## src/rtl/rx_pkt_rd_ctrl.sv

```systemverilog
// Packet read controller: fetches a packet from a 2-cycle-latency RAM and
// streams it out through a 4-entry credit-managed FIFO with sop/eop framing.
module rx_pkt_rd_ctrl #(
    parameter int unsigned ADDR_DEPTH = 2048,
    parameter int unsigned DATA_WIDTH = 8,
    parameter int unsigned ADDR_WIDTH = 11
) (
    input  logic                  clk,
    input  logic                  reset_n,
    input  logic                  start,
    input  logic [ADDR_WIDTH-1:0] pkt_base,
    input  logic [ADDR_WIDTH-1:0] pkt_len,
    output logic                  ram_en,
    output logic                  ram_we,
    output logic [ADDR_WIDTH-1:0] ram_addr,
    input  logic [DATA_WIDTH-1:0] ram_dout,
    output logic [DATA_WIDTH-1:0] tx_data,
    output logic                  tx_valid,
    output logic                  tx_sop,
    output logic                  tx_eop,
    input  logic                  tx_ready,
    output logic                  busy,
    output logic                  done
);

    localparam int unsigned CNT_W      = ADDR_WIDTH + 1;
    localparam int unsigned FIFO_DEPTH = 4;
    localparam int unsigned PTR_W      = 2;
    localparam int unsigned OCC_W      = 3;
    localparam int unsigned CRD_W      = 4;

    typedef enum logic [1:0] {
        S_IDLE  = 2'd0,
        S_RUN   = 2'd1,
        S_DRAIN = 2'd2,
        S_DONE  = 2'd3
    } state_t;

    state_t                 state_q, state_d;
    logic [CNT_W-1:0]       len_q, len_d;
    logic [CNT_W-1:0]       issued_q, issued_d;
    logic [CNT_W-1:0]       sent_q, sent_d;
    logic [ADDR_WIDTH-1:0]  addr_q, addr_d;
    logic                   ram_en_q, ram_en_d;
    logic                   rd_p1_q, rd_p2_q;
    logic [DATA_WIDTH-1:0]  mem_q [FIFO_DEPTH];
    logic [PTR_W-1:0]       wr_ptr_q, wr_ptr_d;
    logic [PTR_W-1:0]       rd_ptr_q, rd_ptr_d;
    logic [OCC_W-1:0]       count_q, count_d;
    logic                   tx_valid_q, tx_valid_d;
    logic                   tx_sop_q, tx_sop_d;
    logic                   tx_eop_q, tx_eop_d;
    logic [DATA_WIDTH-1:0]  tx_data_q, tx_data_d;
    logic                   busy_q, busy_d;
    logic                   done_q, done_d;

    logic                   push, pop;
    logic [CRD_W-1:0]       credit_used;
    logic                   can_issue;
    logic [ADDR_WIDTH-1:0]  addr_inc;

    // State and datapath registers
    always_ff @(posedge clk) begin
        if (!reset_n) begin
            state_q    <= S_IDLE;
            len_q      <= '0;
            issued_q   <= '0;
            sent_q     <= '0;
            addr_q     <= '0;
            ram_en_q   <= 1'b0;
            rd_p1_q    <= 1'b0;
            rd_p2_q    <= 1'b0;
            mem_q      <= '{default: '0};
            wr_ptr_q   <= '0;
            rd_ptr_q   <= '0;
            count_q    <= '0;
            tx_valid_q <= 1'b0;
            tx_sop_q   <= 1'b0;
            tx_eop_q   <= 1'b0;
            tx_data_q  <= '0;
            busy_q     <= 1'b0;
            done_q     <= 1'b0;
        end else begin
            state_q    <= state_d;
            len_q      <= len_d;
            issued_q   <= issued_d;
            sent_q     <= sent_d;
            addr_q     <= addr_d;
            ram_en_q   <= ram_en_d;
            rd_p1_q    <= ram_en_q;
            rd_p2_q    <= rd_p1_q;
            if (push) begin
                mem_q[wr_ptr_q] <= ram_dout;
            end
            wr_ptr_q   <= wr_ptr_d;
            rd_ptr_q   <= rd_ptr_d;
            count_q    <= count_d;
            tx_valid_q <= tx_valid_d;
            tx_sop_q   <= tx_sop_d;
            tx_eop_q   <= tx_eop_d;
            tx_data_q  <= tx_data_d;
            busy_q     <= busy_d;
            done_q     <= done_d;
        end
    end

    // Next-state, read issue and FIFO bookkeeping
    always_comb begin
        state_d  = state_q;
        len_d    = len_q;
        issued_d = issued_q;
        addr_d   = addr_q;
        ram_en_d = 1'b0;

        // rd_p2_q marks the cycle ram_dout carries the data of an earlier issue
        push     = rd_p2_q;
        pop      = tx_valid_q & tx_ready;
        wr_ptr_d = wr_ptr_q + PTR_W'(push);
        rd_ptr_d = rd_ptr_q + PTR_W'(pop);
        count_d  = count_q + OCC_W'(push) - OCC_W'(pop);
        sent_d   = sent_q + CNT_W'(pop);

        // Credit counts next-cycle FIFO occupancy plus reads still in the RAM pipe
        credit_used = CRD_W'(count_d) + CRD_W'(ram_en_q) + CRD_W'(rd_p1_q);
        can_issue   = (credit_used < CRD_W'(FIFO_DEPTH));
        addr_inc    = (addr_q == ADDR_WIDTH'(ADDR_DEPTH - 1)) ? '0 : addr_q + ADDR_WIDTH'(1);

        unique case (state_q)
            S_IDLE: begin
                if (start && (pkt_len != '0)) begin
                    state_d  = S_RUN;
                    len_d    = CNT_W'(pkt_len);
                    issued_d = CNT_W'(1);
                    sent_d   = '0;
                    addr_d   = pkt_base;
                    ram_en_d = 1'b1;
                end
            end
            S_RUN: begin
                if (issued_q == len_q) begin
                    state_d = S_DRAIN;
                end else if (can_issue) begin
                    ram_en_d = 1'b1;
                    issued_d = issued_q + CNT_W'(1);
                    addr_d   = addr_inc;
                end
            end
            S_DRAIN: begin
                if (pop && tx_eop_q) begin
                    state_d = S_DONE;
                end
            end
            S_DONE: begin
                state_d = S_IDLE;
            end
            default: begin
                state_d = S_IDLE;
            end
        endcase

        // Head of FIFO after this cycle's pop/push; bypass when it was empty
        tx_valid_d = (count_d != '0);
        if (push && ((count_q - OCC_W'(pop)) == '0)) begin
            tx_data_d = ram_dout;
        end else begin
            tx_data_d = mem_q[rd_ptr_d];
        end
        tx_sop_d = tx_valid_d && (sent_d == '0);
        tx_eop_d = tx_valid_d && (sent_d == (len_d - CNT_W'(1)));

        busy_d = (state_d == S_RUN) || (state_d == S_DRAIN);
        done_d = (state_d == S_DONE);
    end

    assign ram_en   = ram_en_q;
    assign ram_we   = 1'b0;
    assign ram_addr = addr_q;
    assign tx_data  = tx_data_q;
    assign tx_valid = tx_valid_q;
    assign tx_sop   = tx_sop_q;
    assign tx_eop   = tx_eop_q;
    assign busy     = busy_q;
    assign done     = done_q;

endmodule
```

## config.mk

```make
export PLATFORM = sky130hd
export DESIGN_NAME = rx_pkt_rd_ctrl
export DESIGN_NICKNAME = d
export VERILOG_FILES = /design/src/rtl/rx_pkt_rd_ctrl.sv
export SDC_FILE = /design/constraint.sdc
export NUM_CORES = 1
export LEC_CHECK = 0
export CORE_MARGIN = 2
export CORE_UTILIZATION = 61
export CTS_CLUSTER_DIAMETER = 30
export DETAILED_ROUTE_END_ITERATION = 10
export GPL_TIMING_DRIVEN = 0
export PLACE_DENSITY = 0.85
export SETUP_SLACK_MARGIN = 0.05
export SLEW_MARGIN = 20
export SYNTH_ARGS = -nofsm -noshare
export SYNTH_HDL_FRONTEND = slang
export SYNTH_SLANG_ARGS = --single-unit
```

## constraint.sdc

```tcl
create_clock -name clk -period 8.1 [get_ports clk]
set_clock_uncertainty 0.05 [all_clocks]
set_input_delay 0.81 -clock clk [delete_from_list [all_inputs] [get_ports clk]]
set_output_delay 0.81 -clock clk [all_outputs]
set_load 0.02 [all_outputs]
```

==> summary.md, run 1 <==
| Metric | Value |
|---|---|
| Fmax | 238 MHz |
| Final antenna-violating net count | 0 |
| Worst slew pin tran | 1.07 ns |
| Synth top cells by count | 104 x dfxtp_1, 89 x nor2_1, 45 x nand2_1 |
| Post-Syn Nets | 658 |
| LEAKAGE | ~2.5 nW |
| Die width | 98.6 um |
| Total wire length | 14.5 mm |
| Hold Fails Final Rpt | 0 |
| CTS Buf Count | 9 |
| Sequential cell area fraction in the yosys report | 0.381 |
| Tcrit/Tclk final | 0.518 |
| DR WL/cell | 18.3 um |
| Mapped Area | 5460 um^2 |
| Max FO, Critical Path | 10 |
| Gr usage total | 0.308 |
| Post-DP HPWL | about 10 mm |
| Fin crit period | 4.20 ns |
| Final setup TNS | 0 ns |
| Area Growth Syn to Fin | 17.0% |
| DRC violations left | 0 |
| First-pass GRT wire length | 23.8 mm |
| Status | finished, final reports clean |
| Synth area leaders | dfxtp_1 38%, mux2i_1 7.5%, nor2_1 6.1% |
| Max VDD drop | 0.121 mV |
| EDFF count, synth | 0 |
| H-tree levels | 3 |
| Yosys reg bits | roughly 100 |
| Mapped Cells | 611 |
| Largest net degree at the start of global routing | 17 |
| Area share of the largest cell type after synthesis | 0.381 |
| DRT Pass-1 Iters | 6 |
| Clock sink count | 104 |
| Io pins | 60 |
| Initial DRC count | 459 |
| Netlist cell types | 71 |
| Post-synth top area cell | dfxtp_1 |
| Max Slew Vio Count | 0 |
| Cell with the most instances after synthesis | dfxtp_1 |
| Root Buffer | clkbuf_8 |
| CP Class | in -> reg |
| Top FF cell, synth | dfxtp_1 |
| Post-CTS sizing | 0 |
| GR Overflow Total | 0 |
| Layout Nets | 728 |
| Hold Crit Class | reg -> reg |
| Vias | between 5000 and 6000 |
| RSZ-0062 raised after global routing | false |
| Die Ht | 98.6 um |
| Routability cong. | 1.03 |
| Vias per inst | 6.32 |
| WP data required | 8.32 ns |
| FP Rows | 34 |
| CP arrival | 4.42 ns |
| Port bufs | 57 |
| Share of cells above drive strength 1 | 0.0614 |
| Relative slew margins | 0.281 |
| Max cap viols | 0 |
| Antenna violations before repair | 0 |
| Core Region | 8680 um^2 |
| CTS hold repair buffers | 0 |
| Setup violators final | 0 |
| Placed cell area | 6200 um^2 |
| Power Density | just over 200 nW/um^2 |
| CP Capture Type | flip-flop |
| Setup bufs post-CTS | 0 |
| Starting Density | 0.629 |
| Vias in the first global route | 5037 |
| Die Area | 9720 um^2 |
| Post-synth ARST share | 0 |
| Final Cell Area | approximately 6400 um^2 |
| Avg Inst Size Synth | 8.93 um^2 |
| Clk_lat worst skew | 0.37 ns |
| ANT cells | 0 |
| CTS clk-pin slew, worst paths | 0.10 ns |
| Clk buf depth | 2 |
| Synth Warn # | 0 |
| CTS tree | done |
| Critical path startpoint category | input pin |
| Final Power | between 1 and 1.5 mW |
cells by family after synthesis:
family	share of synthesized area
flops	0.381
mux	0.110
simple gates	0.222
buf+inv	0.0319
other cells	0.000687
xor+xnor	0.0816
fa+ha+maj	0.0312
compound gates	0.141
power breakdown:
group / switching [mW] / total [mW] / internal, mW
sequential: 0.0327 / 0.579 / 0.546
clock: 0.180 / 0.329 / 0.149
combinational: 0.224 / 0.382 / 0.158
total: 0.437 / 1.29 / 0.853
through the flow:
| step | util | hold slack, ns | setup WS (ns) | std cells |
|---|---|---|---|---|
| finish | 0.736 | 0.440 | 3.90 | 792 |
| global route | 0.736 | 0.449 | 3.72 | 792 |
| CTS | 0.736 | 0.441 | 4.02 | 792 |
| detailed placement | 0.714 | 0.414 | 3.67 | 778 |
| global placement | 0.710 | 0.397 | 3.64 | 776 |
| floorplan | - | 0.391 | 4.61 | 611 |
layer usage:
metal  wire (um)  track usage  up-vias
met5           0            0        -
met2        6980        0.509      260
met4         475        0.143        0
met1        5850        0.378     2354
li1            -            -     2337
met3        1230       0.0780       55
worst paths after layout:
check / from / to / slack (ns) / cells past startpoint
setup / recovery: pkt_len[4] / tx_eop / 3.90 / 11
hold / removal: rd_p1_q / push / 0.44 / 1
setup reg to reg: tx_valid / ram_addr[6] / 4.53 / 12
hold reg to reg: rd_p1_q / push / 0.44 / 1
sequential cells by signal, summed over array words and instances, names as in the netlist, 2 cells and up:
name	flops
mem_q	32
issued_q	12
len_q	12
sent_q	12
ram_addr	11
tx_data	8
count_q	3
rd_ptr_q	2
state_q	2
wr_ptr_q	2
worst max-delay path, cell delays in order:
cell and delay, ns:
clkdlybuf4s50_1 0.51, or4_4 0.63, o41ai_4 0.60, buf_6 0.23, a21boi_0 0.12, ha_1 0.35
nor3_1 0.17, o21ai_0 0.09, a2111oi_0 0.41, o2111ai_1 0.21, a221oi_2 0.27
layout by cell type, fill, tap and decap left out, types with 19 or more instances in the layout:
| cell type | n |
|---|---|
| clkdlybuf4s50_1 | 57 |
| clkbuf_1 | 21 |
| nand3_1 | 19 |
| mux2i_1 | 41 |
| nor2_1 | 89 |
| xor2_1 | 22 |
| o21ai_0 | 22 |
| xnor2_1 | 20 |
| nand2_1 | 45 |
| dfxtp_1 | 104 |
| a21oi_1 | 21 |
layout make-up:
class	count	area, um^2
Tap cell	108	135
Sequential cell	104	2080
Clock inverter	4	53.8
Buffer	31	129
Inverter	12	45.0
Fill cell	656	2290
Timing Repair Buffer	59	586
Clock buffer	10	138
Multi-Input combinational cell	464	3220
No activity file was read; power rests on OpenSTA's default activity.
==> run 2, diff against run 1 <==
- CORE_UTILIZATION: 61 -> 51
- PLACE_DENSITY: 0.85 -> 0.76
- clock period: 8.1 -> 3.6 ns (I/O delays scaled with it)
==> summary.md, run 2 (synthesis results as in run 1) <==
| Metric | Value |
|---|---|
| Status | finished, final reports clean (unchanged) |
| Die Ht | 107 um (was 98.6 um) |
| Placed cell area | 6230 um^2 (was 6200 um^2) |
| Worst path top cell family by delay | compound AO/OA/AOI/OAI gates (unchanged) |
| CP arrival | 3.63 ns (was 4.42 ns) |
| Max reg flops | 32 (unchanged) |
| Filler cells | 902 (was 656) |
| Fmax | 294 MHz |
| LEAKAGE | 2.61 nW (was 2.50 nW) |
| Vias per inst | 5.90 (was 6.32) |
| GR Overflow Total | 0 (unchanged) |
| First-pass GRT wire length | 23.3 mm (was 23.8 mm) |
| CP bufs+invs | 3 (was 2) |
| WL met1 | 6.29 mm (was 5.85 mm) |
| Core Region | 10400 um^2 (was 8680 um^2) |
| DRT Pass-1 Iters | 4 (was 6) |
| Clock sink count | 104 (unchanged) |
| Critical path startpoint category | input pin (unchanged) |
| Port bufs | 57 (unchanged) |
| Post-DP HPWL | 10.5 mm (was 10.4 mm) |
| Flop pwr share | 0.447 (was 0.448) |
| Max VDD drop | 0.309 mV (was 0.121 mV) |
| Share of cells above drive strength 1 | 0.0796 (was 0.0614) |
| Combinational group share of total power | 0.306 (was 0.296) |
| Total wire length | 14.4 mm (was 14.5 mm) |
| Switching Power | 0.984 mW (was 0.437 mW) |
| Max FO, Critical Path | 10 (unchanged) |
| Most frequent cells in the layout | 104 x dfxtp_1, 89 x nor2_1, 50 x clkdlybuf4s50_1 (was 104 x dfxtp_1, 89 x nor2_1, 57 x clkdlybuf4s50_1) |
| Register area | 2080 um^2 (unchanged) |
| CTS hold repair buffers | 0 (unchanged) |
| WP data required | 3.83 ns (was 8.32 ns) |
| Hold Fails Final Rpt | 0 (unchanged) |
| Routability cong. | 1.02 (was 1.03) |
| RSZ-0062 raised after global routing | true (was false) |
| WL met3 | 1.13 mm (was 1.23 mm) |
| Hold WS | 0.353 ns (was 0.440 ns) |
| CTS tree | done (unchanged) |
| Clk buf depth | 2 (unchanged) |
| Worst slew pin tran | 0.809 ns (was 1.07 ns) |
| Antenna violations before repair | 0 (unchanged) |
| Area occupied by multi-input gates | 3250 um^2 (was 3220 um^2) |
| Max Slew Vio Count | 0 (unchanged) |
| Commonest non-fill, non-tap cell in the layout | dfxtp_1 (unchanged) |
| CP max stage delay | 0.55 ns (was 0.63 ns) |
| Int Pwr | 1.93 mW (was 0.853 mW) |
| Io pins | 60 (unchanged) |
| Clock share of power | 0.247 (was 0.255) |
| Setup violators final | 0 (unchanged) |
| WL met2 | 6.70 mm (was 6.98 mm) |
| Max cap viols | 0 (unchanged) |
| FP Rows | 37 (was 34) |
| Fin crit period | approximately 3.4 ns |
| ANT cells | 0 (unchanged) |
| Final antenna-violating net count | 0 (unchanged) |
| Clk_lat worst skew | 0.38 ns (was 0.37 ns) |
| DR top layer | met4 (unchanged) |
| Starting Density | 0.526 (was 0.629) |
| Vias in the first global route | 4626 (was 5037) |
| Power Density | 448 nW/um^2 (was 202 nW/um^2) |
| DR WL/cell | 17.4 um (was 18.3 um) |
| CP max stage cell | clkdlybuf4s50_1 (was or4_4) |
| Die width | 107 um (was 98.6 um) |
| CTS Buf Count | 9 (unchanged) |
| Most flop-heavy register | mem_q (unchanged) |
| Relative slew margins | 0.458 (was 0.281) |
| H-tree levels | 3 (unchanged) |
| Switching share of power | 0.337 (was 0.339) |
| DRC violations left | 0 (unchanged) |
| Root Buffer | clkbuf_8 (unchanged) |
| Hold Crit Class | in -> reg (was reg -> reg) |
| Largest net degree at the start of global routing | 17 (unchanged) |
| Layout Nets | 734 (was 728) |
| Cell chain of the critical path | clkdlybuf4s50_1, or2_2, o41ai_4, buf_6, buf_6, a21boi_0, ha_2, a21boi_0, o21ai_0, a2111oi_2, o2111ai_2, a221oi_2 (was clkdlybuf4s50_1, or4_4, o41ai_4, buf_6, a21boi_0, ha_1, nor3_1, o21ai_0, a2111oi_0, o2111ai_1, a221oi_2) |
| CTS clk-pin slew, worst paths | 0.08 ns (was 0.10 ns) |
| Die Area | 11500 um^2 (was 9720 um^2) |
| Tcrit/Tclk final | 0.945 |
| CP Capture Type | flip-flop (unchanged) |
| Final Cell Area | 6520 um^2 (was 6390 um^2) |
| CP Class | in -> reg (unchanged) |
| Area Growth Syn to Fin | 19.4% (was 17.0%) |
| Vias | 4878 (was 5006) |
| Initial DRC count | 296 (was 459) |
| Gr usage total | 0.257 (was 0.308) |
[run 2: stage by stage]
stage / total power [mW] / instances / setup TNS, ns / setup WS, ns / utilization
final: 2.92 / 827 / 0 / 0.199 / 0.628
after floorplan: 1.86 / 611 / 0 / 0.558 / -
after global placement: 2.14 / 804 / -5.39 / -0.537 / 0.598
after detailed placement: 2.17 / 806 / -6.20 / -0.537 / 0.601
after global routing: 3.07 / 827 / 0 / 0.0342 / 0.628
after CTS: 2.88 / 821 / 0 / 0.000646 / 0.619
[run 2: final cells by class]
type,instances,share of cell area
clock buffers,11,0.0202
clock inverters,4,0.00806
plain buffers,31,0.0202
well taps,136,0.0261
flip-flops and latches,104,0.319
multi-input cells,464,0.499
inverters,12,0.00691
repair buffers,65,0.100
[run 2: repair_timing]
action                     4_1_cts  5_1_grt
pin swaps                        1        4
resized for setup                3       17
setup buffers                    0        6
setup endpoints to repair        8       15
[run 2: worst paths after layout]
check / start / to / slack, ns / cells past startpoint
max: pkt_len[1] / tx_eop / 0.20 / 12
min: pkt_len[5] / len_q[5] / 0.35 / 3
max reg2reg: tx_valid / tx_eop / 0.27 / 12
min reg2reg: rd_p1_q / push / 0.42 / 1
[run 2: per-layer routing]
layer  up-vias  global-route usage
met2       193               0.410
met5         -                   0
met3        29              0.0587
li1       2354                   -
met4         0              0.0980
met1      2302               0.341
[run 2: power groups by stage]
stage / clock (mW) / combinational (mW) / sequential [mW]
after detailed placement: 0 / 0.841 / 1.33
after global placement: 0 / 0.818 / 1.32
after global routing: 0.778 / 0.978 / 1.31
after CTS: 0.732 / 0.852 / 1.30
after floorplan: 0 / 0.509 / 1.35
final: 0.721 / 0.893 / 1.30
[run 2: worst reg2reg max path, cell delays in order, from the launching register on]
cell       delay [ns]
dfxtp_1          0.33
and2_1           0.28
ha_1             0.33
inv_1            0.04
ha_1             0.18
fa_1             0.37
xor2_1           0.16
xnor2_1          0.27
o31a_1           0.29
o21ai_0          0.16
a2111oi_2        0.35
o2111ai_2        0.19
a221oi_2         0.23
==> run 3, diff against run 2 <==
- CORE_ASPECT_RATIO: default -> 0.75
- SLEW_MARGIN: 20 -> default
==> summary.md, run 3 (synthesis results as in run 1) <==
| Metric | Value |
|---|---|
| WP data required | 3.83 ns (about the same) |
| Routability cong. | 1.01 (was 1.02) |
| DR top layer | met4 (unchanged) |
| Root Buffer | clkbuf_16 (was clkbuf_8) |
| CP startpoint | tx_ready (was pkt_len[1]) |
| Most frequent cells in the layout | 104 x dfxtp_1, 89 x nor2_1, 56 x clkdlybuf4s50_1 (was 104 x dfxtp_1, 89 x nor2_1, 50 x clkdlybuf4s50_1) |
| Max cap viols | 0 (unchanged) |
| WL met2 | 6.66 mm (was 6.70 mm) |
| Worst slew pin tran | 0.964 ns (was 0.809 ns) |
| CP arrival | 3.64 ns (was 3.63 ns) |
| Placed Cells | 806 (unchanged) |
| Final WS setup | 0.185 ns (was 0.199 ns) |
| H-tree levels | 3 (unchanged) |
| CP Class | in -> reg (unchanged) |
| Filler cells | 900 (was 902) |
| Clock sink count | 104 (unchanged) |
| ANT cells | 0 (unchanged) |
| Finished Layout Cells | 826 (was 827) |
| Hold Path Sink | done (was len_q[5]) |
| Register area | 2080 um^2 (unchanged) |
| Fmax | 293 MHz (was 294 MHz) |
| Port bufs | 57 (unchanged) |
| Area Growth Syn to Fin | 20.6% (was 19.4%) |
| WL met3 | 1.20 mm (was 1.13 mm) |
| Core Region | 10400 um^2 (unchanged) |
| R2R setup slack | 0.24 ns (was 0.27 ns) |
| DR WL/cell | 18.3 um (was 17.4 um) |
| FP Rows | 32 (was 37) |
| Initial DRC count | 555 (was 296) |
| Die Area | 11600 um^2 (was 11500 um^2) |
| Largest net degree at the start of global routing | 21 (was 17) |
| Die Ht | 93.6 um (was 107 um) |
| Final setup TNS | 0 ns (unchanged) |
| Hold Crit Depth | 2 (was 3) |
| Most common cell on crit path | ha_1 |
| Setup violators final | 0 (unchanged) |
| GR Overflow Total | 0 (unchanged) |
| Worst R2R Path Depth | 12 (unchanged) |
| CTS clk-pin slew, worst paths | 0.08 ns (about the same) |
| Power Density | 480 nW/um^2 (was 448 nW/um^2) |
| RSZ-0062 raised after global routing | true (unchanged) |
| CTS Buf Count | 9 (unchanged) |
| Relative slew margins | 0.354 (was 0.458) |
| Worst path top cell family by delay | adder cells (was compound AO/OA/AOI/OAI gates) |
| Clk buf depth | 2 (unchanged) |
| Hold Crit Class | in -> reg (unchanged) |
| Fin crit period | 3.42 ns (was 3.40 ns) |
| WL met1 | 6.97 mm (was 6.29 mm) |
| CP bufs+invs | 2 (was 3) |
| Clk_lat worst skew | 0.35 ns (was 0.38 ns) |
| Io pins | 60 (unchanged) |
| CP max stage cell | clkdlybuf4s50_1 (unchanged) |
| Commonest non-fill, non-tap cell in the layout | dfxtp_1 (unchanged) |
| Share of cells above drive strength 1 | 0.0754 (was 0.0796) |
| Post-DP HPWL | 11.0 mm (was 10.5 mm) |
| Starting Density | 0.526 (unchanged) |
| Antenna violations before repair | 0 (unchanged) |
| Worst Min Path Start | reset_n (was pkt_len[5]) |
| DRC violations left | 0 (unchanged) |
| First-pass GRT wire length | 23.3 mm (about the same) |
| Vias in the first global route | 4660 (was 4626) |
| Max reg flops | 32 (unchanged) |
| Gr usage total | 0.261 (was 0.257) |
| Die width | 123 um (was 107 um) |
| CP Capture Type | flip-flop (unchanged) |
| Most flop-heavy register | mem_q (unchanged) |
| Hold WS | 0.403 ns (was 0.353 ns) |
| DRT Pass-1 Iters | 5 (was 4) |
| CP max stage delay | 0.39 ns (was 0.55 ns) |
| Max FO, Critical Path | 6 (was 10) |
| Final Cell Area | 6580 um^2 (was 6520 um^2) |
| Tcrit/Tclk final | 0.949 (was 0.945) |
| Setup WS pre-CTS | -0.442 ns (was -0.537 ns) |
| Vias | 4984 (was 4878) |
| Cell chain of the critical path | clkdlybuf4s50_1, and2_1, ha_1, inv_1, ha_1, fa_1, xor2_1, xnor2_1, a211oi_1, o22a_2, nand4_1, or3_1, a21oi_1 (was clkdlybuf4s50_1, or2_2, o41ai_4, buf_6, buf_6, a21boi_0, ha_2, a21boi_0, o21ai_0, a2111oi_2, o2111ai_2, a221oi_2) |
| Placed cell area | 6220 um^2 (was 6230 um^2) |
| RR Endpoint | issued_q[10] (was tx_eop) |
| Max Slew Vio Count | 0 (unchanged) |
| Area occupied by multi-input gates | 3230 um^2 (was 3250 um^2) |
| Critical path startpoint category | input pin (unchanged) |
| Hold Fails Final Rpt | 0 (unchanged) |
| CTS tree | done (unchanged) |
| Max VDD drop | 0.271 mV (was 0.309 mV) |
| LEAKAGE | 2.59 nW (was 2.61 nW) |
| Final antenna-violating net count | 0 (unchanged) |
| Layout Nets | 732 (was 734) |
| Status | finished, final reports clean (unchanged) |
| Reg2reg start | tx_valid (unchanged) |
| Vias per inst | 6.03 (was 5.90) |
| Total wire length | 15.1 mm (was 14.4 mm) |
run 3: metal layers:
metal / track usage / vias up
met5: 0 / -
met4: 0.0739 / 0
met3: 0.0433 / 26
met2: 0.399 / 242
met1: 0.379 / 2369
li1: - / 2347
run 3: worst max path at each step:
stage | to | cells after the start
final | issued_q[10] | 13
after global placement | tx_eop | 11
after floorplan | tx_eop | 10
after detailed placement | tx_eop | 11
after CTS | ram_addr[6] | 13
after global routing | issued_q[8] | 13
run 3: worst reg2reg max path, cell delays in order (launching register included):
cell and delay [ns]:
dfxtp_1 0.33, and2_1 0.25, ha_1 0.33, inv_1 0.05, ha_1 0.19, fa_1 0.38, xor2_1 0.16, xnor2_1 0.16
a211oi_1 0.37, o22a_2 0.28, nand4_1 0.23, or3_1 0.38, a21oi_1 0.14
run 3: layout make-up:
class                           instances  share of cell area
Timing Repair Buffer                   63              0.0939
Clock buffer                            9              0.0342
Sequential cell                       104               0.316
Inverter                               12             0.00684
Multi-Input combinational cell        464               0.491
Tap cell                              136              0.0259
Clock inverter                          7              0.0116
Buffer                                 31              0.0198
run 3: through the flow:
step / total power, mW / utilization
floorplan: 1.86 / -
global placement: 2.14 / 0.598
detailed placement: 2.16 / 0.600
CTS: 3.14 / 0.631
global route: 3.29 / 0.635
finish: 3.16 / 0.635
run 3: timing repair:
item,in CTS,in global routing
hold endpoints to repair,0,0
endpoints found under the setup margin,1,17
buffers inserted,1,3
hold buffers,0,0
gates resized for setup,1,9
pin swaps,1,3
run 3: power by group:
group	switching (mW)	leakage, nW	internal [mW]	total, mW
clock network	0.482	0.145	0.491	0.973
logic	0.509	1.60	0.372	0.880
registers	0.0751	0.844	1.23	1.30
total	1.07	2.59	2.09	3.16
